==> src/rtl/sync_fifo_param.sv <==
// sync_fifo_param: single-clock parametrised FIFO.
//   Configurable width/depth, registered occupancy count, programmable
//   almost-full/almost-empty thresholds, sticky overflow/underflow flags,
//   and a selectable first-word-fall-through read mode.
// Ports:
//   CLK, RST           clock, synchronous active-high reset
//   Data_in, W_EN      write data / write request
//   R_EN               read request (pop in FWFT mode)
//   ERR_CLR            clears OVERFLOW/UNDERFLOW
//   Data_out, R_VALID  read data and its valid qualifier
//   FULL_flag, EMPTY_flag, ALMOST_FULL, ALMOST_EMPTY  status decoded from COUNT
//   COUNT              occupancy 0..DEPTH
//   OVERFLOW/UNDERFLOW sticky error flags
module sync_fifo_param #(
  parameter int DATA_WIDTH = 8,
  parameter int DEPTH      = 16,
  parameter int ADDR_WIDTH = $clog2(DEPTH),
  parameter int AF_THRESH  = DEPTH - 2,
  parameter int AE_THRESH  = 2,
  parameter bit FWFT       = 1'b0
) (
  input  logic                  CLK,
  input  logic                  RST,
  input  logic [DATA_WIDTH-1:0] Data_in,
  input  logic                  W_EN,
  input  logic                  R_EN,
  input  logic                  ERR_CLR,
  output logic [DATA_WIDTH-1:0] Data_out,
  output logic                  R_VALID,
  output logic                  FULL_flag,
  output logic                  EMPTY_flag,
  output logic                  ALMOST_FULL,
  output logic                  ALMOST_EMPTY,
  output logic [ADDR_WIDTH:0]   COUNT,
  output logic                  OVERFLOW,
  output logic                  UNDERFLOW
);

  localparam logic [ADDR_WIDTH:0] DEPTH_C = (ADDR_WIDTH+1)'(DEPTH);
  localparam logic [ADDR_WIDTH:0] AF_C    = (ADDR_WIDTH+1)'(AF_THRESH);
  localparam logic [ADDR_WIDTH:0] AE_C    = (ADDR_WIDTH+1)'(AE_THRESH);

  logic [DATA_WIDTH-1:0] mem [DEPTH];
  logic [ADDR_WIDTH-1:0] wr_ptr;
  logic [ADDR_WIDTH-1:0] rd_ptr;
  logic                  wr_acc;
  logic                  rd_acc;

  // Status is decoded purely from the registered count, so it changes
  // in the same cycle as COUNT.
  assign FULL_flag    = (COUNT == DEPTH_C);
  assign EMPTY_flag   = (COUNT == '0);
  assign ALMOST_FULL  = (COUNT >= AF_C);
  assign ALMOST_EMPTY = (COUNT <= AE_C);

  // Acceptance uses the pre-edge flags: when full a simultaneous read still
  // drains, when empty a simultaneous write still fills.
  assign wr_acc = W_EN & ~FULL_flag;
  assign rd_acc = R_EN & ~EMPTY_flag;

  // Storage is never reset; writes are blocked during reset.
  always_ff @(posedge CLK) begin
    if (!RST && wr_acc) begin
      mem[wr_ptr] <= Data_in;
    end
  end

  always_ff @(posedge CLK) begin
    if (RST) begin
      wr_ptr    <= '0;
      rd_ptr    <= '0;
      COUNT     <= '0;
      OVERFLOW  <= 1'b0;
      UNDERFLOW <= 1'b0;
    end else begin
      if (wr_acc) wr_ptr <= wr_ptr + 1'b1;
      if (rd_acc) rd_ptr <= rd_ptr + 1'b1;
      case ({wr_acc, rd_acc})
        2'b10:   COUNT <= COUNT + 1'b1;
        2'b01:   COUNT <= COUNT - 1'b1;
        default: COUNT <= COUNT;
      endcase
      // A new error in the same cycle as ERR_CLR keeps the flag set.
      OVERFLOW  <= (W_EN & FULL_flag)  | (OVERFLOW  & ~ERR_CLR);
      UNDERFLOW <= (R_EN & EMPTY_flag) | (UNDERFLOW & ~ERR_CLR);
    end
  end

  generate
    if (FWFT) begin : g_fwft
      // Head word is always presented; R_EN only acknowledges it.
      assign Data_out = mem[rd_ptr];
      assign R_VALID  = ~EMPTY_flag;
    end else begin : g_std
      always_ff @(posedge CLK) begin
        if (RST) begin
          Data_out <= '0;
          R_VALID  <= 1'b0;
        end else begin
          R_VALID <= rd_acc;
          if (rd_acc) Data_out <= mem[rd_ptr];
        end
      end
    end
  endgenerate

endmodule

==> config.mk <==
export PLATFORM = sky130hd
export DESIGN_NAME = sync_fifo_param
export DESIGN_NICKNAME = d
export VERILOG_FILES = /design/src/rtl/sync_fifo_param.sv
export SDC_FILE = /design/constraint.sdc
export NUM_CORES = 1
export LEC_CHECK = 0
export ABC_AREA = 1
export CORE_MARGIN = 4
export CORE_UTILIZATION = 36
export CTS_CLUSTER_DIAMETER = 150
export DETAILED_ROUTE_END_ITERATION = 10
export GPL_TIMING_DRIVEN = 0
export SYNTH_ARGS = -nofsm -noshare
export SYNTH_HDL_FRONTEND = slang
export SYNTH_SLANG_ARGS = --single-unit
export TNS_END_PERCENT = 50
==> constraint.sdc <==
create_clock -name CLK -period 2.93 [get_ports CLK]
set_input_delay 0.586 -clock CLK [delete_from_list [all_inputs] [get_ports CLK]]
set_output_delay 0.586 -clock CLK [all_outputs]
set_load 0.03 [all_outputs]
==> out/qor.yml, run 1 <==
finalNonFillerCells: 972
drt_wl_total_mm: 15.38
antenna_cells: 0
fin_setup_tns_ns: 0
whs_ns: 0.4647
ys_seq_area_share_pct: 64.78
static-leakage-power_nw: 3.293
area_delta_synth_final_pct: 18.16
ys_warn_count: 0
synth_flop_cell: "edfxtp_1"
clk_pin_slew_ns: 0.06
reg2reg_depth: 15
crit_required_ns: 2.34
critPathLaunchType: "flop"
p_sw_mw: 2.342
grt_use_met1_pct: 20.19
multi_input_area_sq_um: 1813
grt_pass1_vias: 4389
tritoncts: "built"
drive_gt1_share_pct: 9.421
drc: 0
swShare_pct: 34.01
async_flop_share_pct: 0
grt_max_degree: 17
post_cts_buffers: 0
place_inst: 940
initial_utilization_pct: 36.91
wl_per_cell_um: 15.82
ctsHoldBuffers: 0
avgSynthCellArea_sq_um: 9.816
synthMostInstantiatedCell: "nand2_1"
r2r_slack_ns: 0.41
synth_common_cells: "nand2_1 (221), edfxtp_1 (128), nand3_1 (97)"
overflow: 0
track_usage_pct: 15.54
place_area_sq_um: 7272
min_path_type: "reg2reg"
p_comb_share_pct: 30.0
max_clock_freq_ghz: 0.3923
synth.top_cell.area_share_pct: 57.58
htreeDepth: 4
finalSetupViolCount: 0
max_cap_viol_count: 0
path_class: "reg2out"
timing.rr.end: "COUNT[4]$_SDFFE_PP0P_"
use_met2_pct: 24.96
io_buffers: 31
status: "complete, no violations"
drtAntennaViolNets: 0
cts_num_sinks: 152
core_sq_um: 18090
dieArea_sq_um: 20790
finalNetCount: 753
cts_buffers: 17
worstSkewPairLatency_ns: 0.42
cts-root-buf: "clkbuf_16"
cp-end-kind: "output pin"
netlist_area_sq_um: 6675
hold_viol: 0
peakVddDrop_mv: 0.4576
synth_edf_count: 128
p_int_mw: 4.544
cts.path.max_buffers: 2
power_mw: 6.886
viasPerCell: 4.802
die_h_um: 144.2
rsz0062_at_grt: "false"
r2r-start: "COUNT[4]$_SDFFE_PP0P_"
yosysTopAreaCell: "edfxtp_1"
die_w_um: 144.2
final.setup_skew_ns: 0.005796
cp_max_fo: 6
rows: 49
ios: 33
fin_crit_ns: 2.549
fillCellCount: 1728
max-slew-margin-rel_pct: 36.98
regArea_sq_um: 4324
use_met3_pct: 3.671
drt_iter0_markers: 421
grt_most_used_layer: "met2"
synthCells: 680
place_congestion: 0.8603
drv_slew: 0
crit_arrival_ns: 1.96
fin_crit_sh_pct: 86.99
synth-seq-cells: 152
powerDensity_nw_per_um2: 873.0
hpwl_mm: 10.55
syn-num-nets: 703
crit_path_start: "COUNT[1]$_SDFFE_PP0P_"
grt_pass1_wl_mm: 23.43
ys_types: 26
final_area_sq_um: 7888
synthTopCellsByArea: "edfxtp_1 (58%), nand2_1 (12%), nand3_1 (7.3%)"
vias: 4668
power_frac_seq_pct: 37.1
worst_pin_slew_ns: 0.9418
dr.pass1.iters: 5
ctsResizeCount: 0
endpoint: "ALMOST_EMPTY"
power_frac_clock_pct: 32.9
antenna_found_initial: 0
-- metrics by stage --
| step | util, % | setup slack (ns) |
|---|---|---|
| after detailed placement | 40.21 | 0.05853 |
| after global routing | 43.61 | 0.1828 |
| after floorplan | - | 0.2781 |
| after CTS | 43.61 | 0.3460 |
| after global placement | 40.21 | 0.04969 |
| final | 43.61 | 0.3812 |
-- kinds of logic (layout without fill, tap and decap cells) --
group | after synthesis | after routing | share of synthesized area [%]
and+or+nand+nor | 359 | 359 | 22.32
adders and majority gates | 10 | 10 | 1.987
xor gates and xnor gates | 5 | 5 | 0.6560
AOI/OAI and AO/OA | 27 | 27 | 2.193
DFF | 152 | 152 | 64.78
buffers and inverters | 127 | 190 | 8.060
-- flip-flops by register name, summed over array words and instances (netlist names) --
name and cells:
rd_ptr 4, wr_ptr 4, COUNT 5, mem 128
OVERFLOW 1, R_VALID 1, Data_out 8, UNDERFLOW 1
-- worst max-delay path: stages, from the launching register on --
cell and delay (ns):
dfxtp_1 0.37, a2111oi_0 0.42, clkdlybuf4s50_1 0.75
-- final cells by class --
type / instances / area share, %
Sequential cell: 152 / 54.82
Timing Repair Buffer: 31 / 3.934
Tap cell: 229 / 3.633
Clock buffer: 17 / 5.393
Multi-Input combinational cell: 401 / 22.99
Inverter: 97 / 4.616
Clock inverter: 15 / 2.411
Buffer: 30 / 2.205
-- cells in the final DEF, fill, tap and decap left out, types with 7 or more instances in the layout --
master / n
nand2_1: 221
edfxtp_1: 128
nand3_1: 97
inv_1: 87
nor2_1: 35
clkdlybuf4s50_1: 31
dfxtp_1: 24
clkbuf_16: 17
buf_2: 16
a21oi_1: 15
inv_2: 10
ha_1: 9
buf_4: 7
-- metal layers --
layer,vias to the layer above,share of wire (%)
li1,2308,-
met1,2188,42
met2,139,49
met3,33,6.2
met4,0,2.9
met5,-,0
-- power by group through the flow --
stage | registers [mW] | logic [mW] | clock network (mW)
CTS | 2.56 | 2.08 | 2.30
detailed placement | 2.60 | 2.07 | 0
finish | 2.56 | 2.06 | 2.27
floorplan | 2.75 | 1.22 | 0
global placement | 2.60 | 2.06 | 0
global route | 2.57 | 2.30 | 2.38
-- worst min-delay path by stage --
stage | from | to | slack, ns | depth (start not counted)
floorplan | wr_ptr[3]$_SDFFE_PP0P_ | wr_ptr[3]$_SDFFE_PP0P_ | 0.47 | 2
global placement | OVERFLOW$_SDFF_PP0_ | OVERFLOW$_SDFF_PP0_ | 0.46 | 2
detailed placement | UNDERFLOW$_SDFF_PP0_ | UNDERFLOW$_SDFF_PP0_ | 0.46 | 2
CTS | OVERFLOW$_SDFF_PP0_ | OVERFLOW$_SDFF_PP0_ | 0.47 | 2
global route | OVERFLOW$_SDFF_PP0_ | OVERFLOW$_SDFF_PP0_ | 0.51 | 2
finish | OVERFLOW$_SDFF_PP0_ | OVERFLOW$_SDFF_PP0_ | 0.46 | 2
(Power assumes the default switching activity.)
==> inputs of run 2 (changes only) <==
--- a/config.mk
+++ b/config.mk
@@ -10,7 +10,7 @@
 export CORE_UTILIZATION = 36
 export CTS_CLUSTER_DIAMETER = 150
 export DETAILED_ROUTE_END_ITERATION = 10
-export GPL_TIMING_DRIVEN = 0
+export GPL_TIMING_DRIVEN = 1
 export SYNTH_ARGS = -nofsm -noshare
 export SYNTH_HDL_FRONTEND = slang
 export SYNTH_SLANG_ARGS = --single-unit
==> run 2 against run 1 <==
Against the previous run: combinational power is 6% lower; register-to-register slack improved by 0.28 ns; critical path depth unchanged; via count down 3.2%; largest power group unchanged; sequential power barely moved; non-clock buffer count fell by 5.
==> out/qor.yml, run 2 (synthesized netlist as in run 1, its figures left out) <==
status: "complete, no violations"
grt_pass1_wl_mm: 23.18  # -1.1%
tritoncts: "built"
power_frac_seq_pct: 38.6  # +1.5 points
ctsResizeCount: 0  # unchanged
overflow: 0  # unchanged
rsz0062_at_grt: "false"
hpwl_mm: 9.189  # -13%
core_sq_um: 18090  # unchanged
fin_setup_tns_ns: 0  # unchanged
initial_utilization_pct: 36.91  # unchanged
finalSetupViolCount: 0  # unchanged
hold_viol: 0  # unchanged
static-leakage-power_nw: 3.291  # about the same
cp-end-kind: "output pin"
final_area_sq_um: 7858  # -0.38%
setup_ws_ns: 0.4080  # +0.02676 ns
grt_pass1_vias: 4354  # -0.80%
p_int_mw: 4.428  # -2.6%
largestRegisters: "mem x128, Data_out x8, COUNT x5"
cts_buffers: 17  # unchanged
swShare_pct: 33.10  # -0.90 points
fin_crit_sh_pct: 86.08  # -0.91 points
rows: 49  # unchanged
cp_max_fo: 6  # unchanged
dr.pass1.iters: 4  # -1
track_usage_pct: 14.98  # -0.55 points
peakVddDrop_mv: 0.6283  # +37%
fillCellCount: 1727  # -0.058%
final.setup_skew_ns: 0.01564  # +0.009848 ns
dp_slack_ns: 0.3045  # +0.2460 ns
drt_wl_total_mm: 14.74  # -4.1%
powerDensity_nw_per_um2: 842.4  # -3.5%
power_frac_clock_pct: 32.1  # -0.8 points
io_buffers: 32  # +3.2%
place_congestion: 0.8463  # -1.6%
antenna_found_initial: 0  # unchanged
grt_max_degree: 35  # +18
drv_slew: 0  # unchanged
finalNetCount: 748  # -0.66%
largest_reg_flops: 128  # unchanged
slowest_delay_ns: 0.75  # about the same
utilization_pct: 43.45  # -0.17 points
vias: 4518  # -3.2%
dieArea_sq_um: 20790  # unchanged
critPathLaunchType: "flop"
die_w_um: 144.2  # unchanged
htreeDepth: 4  # unchanged
power_mw: 6.619  # -3.9%
area_delta_synth_final_pct: 17.71
place_area_sq_um: 7289  # +0.24%
worst_pin_slew_ns: 0.6871  # -0.2548 ns
viasPerCell: 4.672  # -2.7%
final_common_cell: "nand2_1"
drt_iter0_markers: 327  # -22%
mostFrequentLayoutCells: "nand2_1 (221), edfxtp_1 (128), nand3_1 (97)"
drtAntennaViolNets: 0  # unchanged
crit_chain: "a2111oi_0 -> clkdlybuf4s50_1"
post_cts_buffers: 0  # unchanged
p_comb_share_pct: 29.2  # -0.8 points
max-slew-margin-rel_pct: 54.05  # +17 points
p_sw_mw: 2.191  # -6.4%
max_cap_viol_count: 0  # unchanged
crit_required_ns: 2.34  # about the same
ctsHoldBuffers: 0  # unchanged
crit_arrival_ns: 1.94  # -0.02 ns
fin_crit_ns: 2.522  # -0.02676 ns
cts_num_sinks: 152  # unchanged
ios: 33  # unchanged
worstSkewPairLatency_ns: 0.43  # about the same
cts-root-buf: "clkbuf_16"
min_path_type: "reg2reg"
drc: 0  # unchanged
path_class: "reg2out"
wl_per_cell_um: 15.25  # -3.6%
cts.path.max_buffers: 2  # unchanged
antenna_cells: 0  # unchanged
regMostFlops: "mem"
die_h_um: 144.2  # unchanged
max_clock_freq_ghz: 0.3965  # +1.1%
clk_pin_slew_ns: 0.06  # about the same
cpMaxStageDelayCell: "clkdlybuf4s50_1"
drive_gt1_share_pct: 8.537  # -0.88 points
run 2: changes by cell type in the layout (fill, tap and decap cells not counted), sizes merged:
cell | before | now
clkinv | 3 | 9
clkinvlp | 2 | 1
inv | 104 | 97
clkbuf | 21 | 19
clkdlybuf4s50 | 31 | 32
buf | 26 | 24
run 2: layout make-up:
| cell class | instances | area [sq um] | area share [%] |
|---|---|---|---|
| multi-input cells | 401 | 1813 | 23.07 |
| inverters | 97 | 364.1 | 4.634 |
| flip-flops and latches | 152 | 4325 | 55.05 |
| clock inverters | 13 | 135.1 | 1.720 |
| well taps | 229 | 286.5 | 3.646 |
| repair buffers | 56 | 500.5 | 6.369 |
| clock buffers | 19 | 432.9 | 5.510 |
run 2: critical path, delay by kind of cell, from the launching register on:
kind | cells | cell delay, ns
AO/OA/AOI/OAI | 1 | 0.40
buffers and inverters | 1 | 0.75
flip-flops | 1 | 0.36
run 2: per-layer routing:
layer	global-route usage, %	part of all wire [%]
met5	0	0
met4	5.596	1.7
met3	3.307	3.8
met2	24.47	49
met1	19.67	46
run 2: metrics by stage:
stage / hold slack [ns] / cells
after global routing: 0.5012 / 967
after floorplan: 0.4722 / 680
after CTS: 0.4686 / 967
after global placement: 0.4566 / 935
after detailed placement: 0.4605 / 935
final: 0.4630 / 967
run 2: worst paths after layout:
check | start | endpoint | slack (ns) | cells past startpoint
hold reg to reg | OVERFLOW$_SDFF_PP0_ | OVERFLOW$_SDFF_PP0_ | 0.46 | 2
setup / recovery | COUNT[1]$_SDFFE_PP0P_ | ALMOST_EMPTY | 0.41 | 2
hold / removal | OVERFLOW$_SDFF_PP0_ | OVERFLOW$_SDFF_PP0_ | 0.46 | 2
setup reg to reg | COUNT[4]$_SDFFE_PP0P_ | COUNT[4]$_SDFFE_PP0P_ | 0.69 | 14
run 2: power by group through the flow:
stage               Combinational, mW  Sequential [mW]  Clock, mW
floorplan                        1.22             2.75          0
global placement                 1.95             2.60          0
detailed placement               1.96             2.60          0
CTS                              1.96             2.56       2.16
global route                     2.16             2.57       2.27
finish                           1.94             2.56       2.13
